--- src/rtl/mixer_if_demod.sv ---
`default_nettype none
// +--------------------------------------------------------------------------+
// | mixer_if_demod: square-wave NCO downmixer with integrate-and-dump output |
// | Revision: 1.0                                                            |
// +--------------------------------------------------------------------------+
module mixer_if_demod #(
  parameter int DW  = 12,
  parameter int PW  = 16,
  parameter int DEC = 16
) (
  input  logic                 clk,
  input  logic                 rst_n,
  input  logic                 clear,
  input  logic [PW-1:0]        phase_inc,
  input  logic                 s_valid,
  input  logic signed [DW-1:0] s_data,
  output logic                 m_valid,
  input  logic                 m_ready,
  output logic signed [DW+8:0] m_data,
  output logic                 overrun
);

  localparam int OW = DW + 9;
  localparam int CW = (DEC > 2) ? $clog2(DEC) : 1;
  localparam logic [CW-1:0] c_last = CW'(DEC - 1);

  logic [PW-1:0]        r_phase;
  logic signed [OW-1:0] r_acc;
  logic [CW-1:0]        r_count;

  logic signed [DW:0]   w_ext;
  logic signed [DW:0]   w_prod;
  logic signed [OW-1:0] w_prod_ext;
  logic signed [OW-1:0] w_sum;
  logic                 w_dump;

  // One extra bit so negating the most negative sample is exact.
  assign w_ext      = {s_data[DW-1], s_data};
  assign w_prod     = r_phase[PW-1] ? -w_ext : w_ext;
  assign w_prod_ext = {{(OW-DW-1){w_prod[DW]}}, w_prod};
  assign w_sum      = r_acc + w_prod_ext;
  assign w_dump     = s_valid && (r_count == c_last);

  always_ff @(posedge clk or negedge rst_n) begin
    if (!rst_n) begin
      r_phase <= '0;
      r_acc   <= '0;
      r_count <= '0;
      m_valid <= 1'b0;
      m_data  <= '0;
      overrun <= 1'b0;
    end else if (clear) begin
      r_phase <= '0;
      r_acc   <= '0;
      r_count <= '0;
      m_valid <= 1'b0;
      overrun <= 1'b0;
    end else begin
      if (m_valid && m_ready) begin
        m_valid <= 1'b0;
      end
      if (s_valid) begin
        r_phase <= r_phase + phase_inc;
        if (w_dump) begin
          r_acc   <= '0;
          r_count <= '0;
          // A result consumed this cycle frees the register for the new one.
          if (!m_valid || m_ready) begin
            m_valid <= 1'b1;
            m_data  <= w_sum;
          end else begin
            overrun <= 1'b1;
          end
        end else begin
          r_acc   <= w_sum;
          r_count <= r_count + CW'(1);
        end
      end
    end
  end

endmodule
`default_nettype wire

--- config.mk ---
export PLATFORM = sky130hd
export DESIGN_NAME = mixer_if_demod
export DESIGN_NICKNAME = d
export VERILOG_FILES = /design/src/rtl/mixer_if_demod.sv
export SDC_FILE = /design/constraint.sdc
export NUM_CORES = 1
export LEC_CHECK = 0
export CORE_MARGIN = 10
export CORE_UTILIZATION = 45
export CTS_CLUSTER_DIAMETER = 50
export DETAILED_ROUTE_END_ITERATION = 8
export PLACE_DENSITY_LB_ADDON = 0.3
export SYNTH_ARGS = -nofsm -noshare
export SYNTH_HDL_FRONTEND = slang
export SYNTH_SLANG_ARGS = --single-unit
--- constraint.sdc ---
create_clock -name clk -period 4 [get_ports clk]
set_input_delay 0.8 -clock clk [delete_from_list [all_inputs] [get_ports clk]]
set_output_delay 0.8 -clock clk [all_outputs]
set_load 0.05 [all_outputs]
==> metrics.txt, run 1 <==
final cell count without fillers roughly 700; worst skew pair latency around 0.36 ns; Sink Count 64; WP data arrival between 3 and 4 ns; TritonCTS Buffers 9; top-count cell post-synth nand2_1; Post-synth EDFFs 0; Die X 120 um; # setup viols final 0; CTS Hold Bufs 0; mean routed wirelength per cell between 15 and 20 um; status complete, no violations; Yosys reg bits 64; Finished Cell Area 5650 um^2; Synth cell types 59; yosys warns 0; Initial Util between 40% and 50%; first-pass GRT wire length 18,600 um; Seq/Total Area, Yosys between 30% and 40%; placed instance area approximately 5400 um^2; Ports 56; fmax around 0.27 GHz; Max Buffers Root-to-Sink 2; largest net degree at the start of global routing 65; CTS tree built; worst setup path class in2reg; number of global-route vias before repair around 3,900; LEAKAGE approximately 2.7 nW; Setup Fix Bufs, Post-CTS 0; RSZ-0062 raised after global routing false; Clock Skews 0.00805 ns; post-synth top area share between 30% and 40%; CP Capture Type register; Crit Path Max Fanout 4; number of vias per cell approximately 5.5; synthesized area 4530 um^2; layout cells sized above 1 between 10% and 20%; max incr delay on CP 0.42 ns; Detail Placement HPWL approximately 8100 um; reg2reg setup slack 0.93 ns; P&R area growth vs syn 24.9%; Top FF cell, synth dfrtp_1; top cells by area, synth dfrtp_1 35%, ha_1 11%, xnor2_1 5.8%, nand2_1 5.4%, a22o_1 3.5%; Via Count ~3,800; placed cells 682; clk root buf clkbuf_8; Residual DRC 0; total of max-cap violations 0; slew of the pin with the lowest slew margin around 0.84 ns; Core Region approximately 9800 um^2; die area between 10,000 and 15,000 um^2; syn nets 553; WL final ~11,000 um; Worst path slowest cell clkdlybuf4s50_1; Final Cycle Share a little over nine tenths; Worst R2R Start r_phase[15]; initial antenna violation count 0; worst hold stages 2; DRT iter0 DRCs between 150 and 200; CP Launch Type input pin; grt ovf 0; GPL Wtd Cong approximately 0.86; TritonRoute pass-1 iters 5; worst relative slew slack between 40% and 50%; final hold viol count 0; Required @ worst endpoint between 4 and 5 ns; HP Class reg2reg; CP endpoint m_data[18]; FFs w/ async S/R, synth 100%; synthesized area per cell between 9 and 10 um^2; CP most frequent cell o21ai_0; pwr dens between 400 and 500 nW/um^2; Worst-path clk slew roughly 0.080 ns; fin crit period 3.75 ns; Peak VDD IR between 0.2 and 0.25 mV; post_cts resized 0; Worst Setup SP s_data[6]; pins over their slew limit 0; Tot GR Track Use between 10% and 20%; Reg2Reg Capture Point m_data[16]; num rows 36; Die H 120 um; Port Buffers 55; Synth area leader dfrtp_1; synth cell count leaders 65 x nand2_1, 64 x dfrtp_1, 41 x ha_1; Antenna Nets Post-Route 0; H-Tree Depth 3; r2r worst-path depth 10; Final Net Count ~640; CP Cell Sequence clkdlybuf4s50_1 > or3_4 > or3_1 > o21ai_0 > xnor2_1 > ha_1 > a211oi_1 > o21ai_0 > o211ai_1 > o21ai_0 > nor3_1 > xnor2_1 > mux2_2; post-synthesis cell count ~480; n_diodes 0
## routing by layer
metal / part of all wire (%) / global-route usage (%)
met1: 47 / 19.5
met2: 47 / 25.2
met3: 4.6 / 3.68
met4: 1.9 / 5.20
met5: 0 / 0
## layout by cell type (no fill, tap or decap), types with 5 or more instances in the layout
cell type / netlist / final
nor3_1: 9 / 8
mux2i_1: 11 / 11
o31ai_1: 6 / 5
nand2b_1: 7 / 7
a22o_1: 18 / 18
clkbuf_8: 1 / 10
nand3_1: 7 / 7
dfrtp_1: 64 / 64
a21o_1: 10 / 10
xor2_1: 7 / 7
mux2_2: 7 / 7
a211oi_1: 6 / 6
inv_1: 13 / 13
a21oi_1: 26 / 26
nor2_1: 32 / 32
or3_1: 11 / 11
o21ai_0: 20 / 20
xnor2_1: 30 / 30
buf_4: 0 / 32
nand2_1: 65 / 65
o211ai_1: 6 / 6
clkdlybuf4s50_1: 0 / 54
ha_1: 41 / 41
## critical path: cells and delay by family
| family | cells | cell delay, ns |
|---|---|---|
| fa+ha+maj | 1 | 0.30 |
| mux | 1 | 0.27 |
| buf+inv | 1 | 0.42 |
| simple gates | 3 | 0.99 |
| compound gates | 5 | 0.88 |
| xor+xnor | 2 | 0.31 |
## worst min path at each step
stage                     startpoint         end  slack (ns)
final                     m_data[13]  m_data[13]        0.48
after global routing      m_data[10]  m_data[10]        0.52
after CTS                  m_data[5]   m_data[5]        0.48
after detailed placement   m_data[5]   m_data[5]        0.47
after global placement    m_data[10]  m_data[10]        0.46
after floorplan            r_acc[14]   r_acc[14]        0.46
## flip-flops by register name (all words and copies together), names as in the netlist
signal,count
overrun,1
m_data,21
r_count,4
r_phase,16
m_valid,1
r_acc,21
## layout make-up
class	instances	area, um^2
Clock inverter	5	80.1
Sequential cell	64	1600
Clock buffer	11	141
Fill cell	858	4120
Timing Repair Buffer	87	786
Tap cell	133	166
Inverter	13	48.8
Multi-Input combinational cell	385	2830
## cells by family (layout without fill, tap and decap cells)
family                     Yosys count  in the layout  synth area share (%)
xor gates and xnor gates            37             37                  7.16
muxes                               19             19                  4.42
and+or+nand+nor                    160            160                  17.6
buffers and inverters               28            116                  2.54
AOI/OAI and AO/OA                  126            126                  20.7
adders and majority gates           43             43                  12.2
DFF                                 64             64                  35.4
## where the power goes
group | internal, mW | total (mW) | leakage, nW | switching (mW)
clock | 0.367 | 0.638 | 0.106 | 0.271
sequential | 0.735 | 0.807 | 0.867 | 0.0724
combinational | 0.605 | 1.29 | 1.68 | 0.690
## per-stage QoR
stage               total power, mW  util, %  hold WS, ns  TNS (ns)  setup WS, ns
floorplan                      1.73        -        0.455         0         0.389
global placement               2.06     55.4        0.459    -0.507        -0.157
detailed placement             2.10     55.4        0.466    -0.726        -0.176
CTS                            2.75     57.7        0.484         0         0.167
global route                   2.93     57.8        0.518         0        0.0310
finish                         2.74     57.8        0.482         0         0.249
No activity file was read; power rests on OpenSTA's default activity.
==> run 2: changes to the inputs <==
CTS_CLUSTER_SIZE = 16   (was not set)
==> results of run 2 <==
Final layout, timing and power as in run 1 (identical DEF).
==> run 3: changes to the inputs <==
GPL_TIMING_DRIVEN = 0   (was not set)
SKIP_LAST_GASP = 1   (was not set)
==> run 3 against run 2 <==
- core utilization down 1.5 points
- final area shrank 2.5%
- via count fell by 1.3%
- sequential power fell by 1%
- die area is the same
- count of clock-buffer cells in the layout is 1 higher
- register-to-register slack got worse by 0.23 ns
- combinational power about the same
- non-clock buffer count shrank 15
- global-route usage down 0.20 points
- maximum frequency decreased by 4.2%
- hold slack got worse by 0.0097 ns
==> metrics.txt, run 3 (synthesis gave the netlist of run 1 again) <==
CTS tree built; placed cells approximately 660; Final Util 56.3%; number of vias per cell around 5.6; worst skew pair latency about 0.35 ns; Core Region approximately 9800 um^2; WP data arrival roughly 4.1 ns; dpl ws -0.368 ns; Via Count roughly 3,800; Die X 120 um; LEAKAGE about 2.5 nW; layout cells sized above 1 9.29%; total of max-cap violations 0; final hold viol count 0; slew of the pin with the lowest slew margin between 0.8 and 0.9 ns; Clock Skews about 0.011 ns; HP Class reg2reg; pwr dens 475 nW/um^2; Worst-path clk slew 0.08 ns; status complete, no violations; worst setup path class in2reg; fin crit period approximately 3.9 ns; reg2reg setup slack roughly 0.70 ns; worst relative slew slack 44.5%; P&R area growth vs syn 21.7%; first-pass GRT wire length 18,400 um; worst hold stages 2; n_diodes 0; mean routed wirelength per cell 16.2 um; RSZ-0062 raised after global routing true; H-Tree Depth 3; Detail Placement HPWL 8030 um; FILL cells 896; Initial Util between 40% and 50%; number of global-route vias before repair between 3,000 and 4,000; Die H between 100 and 150 um; Final Net Count roughly 620; CP Launch Type input pin; num rows 36; TritonCTS Buffers 9; Top Registers m_data (21), r_acc (21), r_phase (16); die area ~14,000 um^2; Final Cycle Share between 90% and 100%; setup slack after layout around 0.086 ns; pins over their slew limit 0; Total Power approximately 2.6 mW; initial antenna violation count 0; fmax ~0.26 GHz; TritonRoute pass-1 iters 4; Sink Count 64; Port Buffers 54; Crit Path Max Fanout 4; commonest non-fill, non-tap cells in the layout 64 x nand2_1, 64 x dfrtp_1, 51 x clkdlybuf4s50_1; Residual DRC 0; Tot GR Track Use 15.2%; WL final ~11,000 um; DRT iter0 DRCs just over 200; final cell count without fillers about 680; Required @ worst endpoint 4.23 ns; clk root buf clkbuf_8; CP Capture Type register; Ports 56; r2r worst-path depth 11; Peak VDD IR 0.204 mV; GPL Wtd Cong roughly 0.9; Antenna Nets Post-Route 0; # setup viols final 0; largest net degree at the start of global routing between 60 and 70; Max Buffers Root-to-Sink 2; grt ovf 0
run 3: cell types whose count changed in the layout (fill, tap and decap cells not counted), sizes merged:
cell           change
buf               -27
bufinv             -1
clkbuf            +14
clkdlybuf4s50      -3
clkinvlp           -1
dlymetal6s2s       +2
run 3: metal layers:
layer / GRT usage [%] / wire length (um) / vias up
li1: - / - / 1874
met1: 19.8 / 5290 / 1834
met2: 25.0 / 5190 / 69
met3: 3.35 / 421 / 12
met4: 3.85 / 120 / 0
met5: 0 / 0 / -
run 3: critical path: stages:
cell	delay (ns)
clkdlybuf4s50_1	0.45
or3_4	0.43
or3_4	0.39
o31ai_2	0.20
xnor2_1	0.17
ha_2	0.33
a21o_1	0.16
a21o_1	0.20
a21oi_4	0.16
o211ai_4	0.14
a31oi_4	0.26
nor4b_1	0.08
or3_1	0.38
run 3: per-stage QoR:
stage / hold slack [ns] / setup TNS (ns) / cell area (um^2)
after detailed placement: 0.462 / -2.77 / 5230
after global routing: 0.514 / -0.0956 / 5510
after global placement: 0.460 / -9.43 / 5230
final: 0.472 / 0 / 5510
after floorplan: 0.455 / 0 / 4530
after CTS: 0.479 / 0 / 5430
run 3: area by class of cell:
type / instances / area [um^2] / area share [%]
Buffer: 15 / 66.3 / 1.20
Clock buffer: 12 / 145 / 2.64
Clock inverter: 3 / 42.5 / 0.773
Inverter: 13 / 48.8 / 0.886
Multi-Input combinational cell: 385 / 2870 / 52.1
Sequential cell: 64 / 1600 / 29.1
Tap cell: 133 / 166 / 3.02
Timing Repair Buffer: 57 / 566 / 10.3
run 3: final timing paths:
kind / to / from
max: m_data[19] / s_data[6]
min: m_data[6] / m_data[6]
max reg2reg: m_data[19] / r_phase[15]
min reg2reg: m_data[6] / m_data[6]
max in group asynchronous: r_phase[8] / rst_n
min in group asynchronous: m_data[5] / rst_n
run 3: power by group:
group | total (mW) | switching [mW] | internal [mW]
Clock | 0.559 | 0.258 | 0.301
Sequential | 0.798 | 0.0628 | 0.735
Combinational | 1.26 | 0.712 | 0.547
Total | 2.62 | 1.03 | 1.58
run 3: timing repair:
item	4_1_cts	5_1_grt
pin swaps	0	6
gates resized for setup	1	14
endpoints found under the setup margin	1	10
hold buffers	0	0
setup buffers	0	3
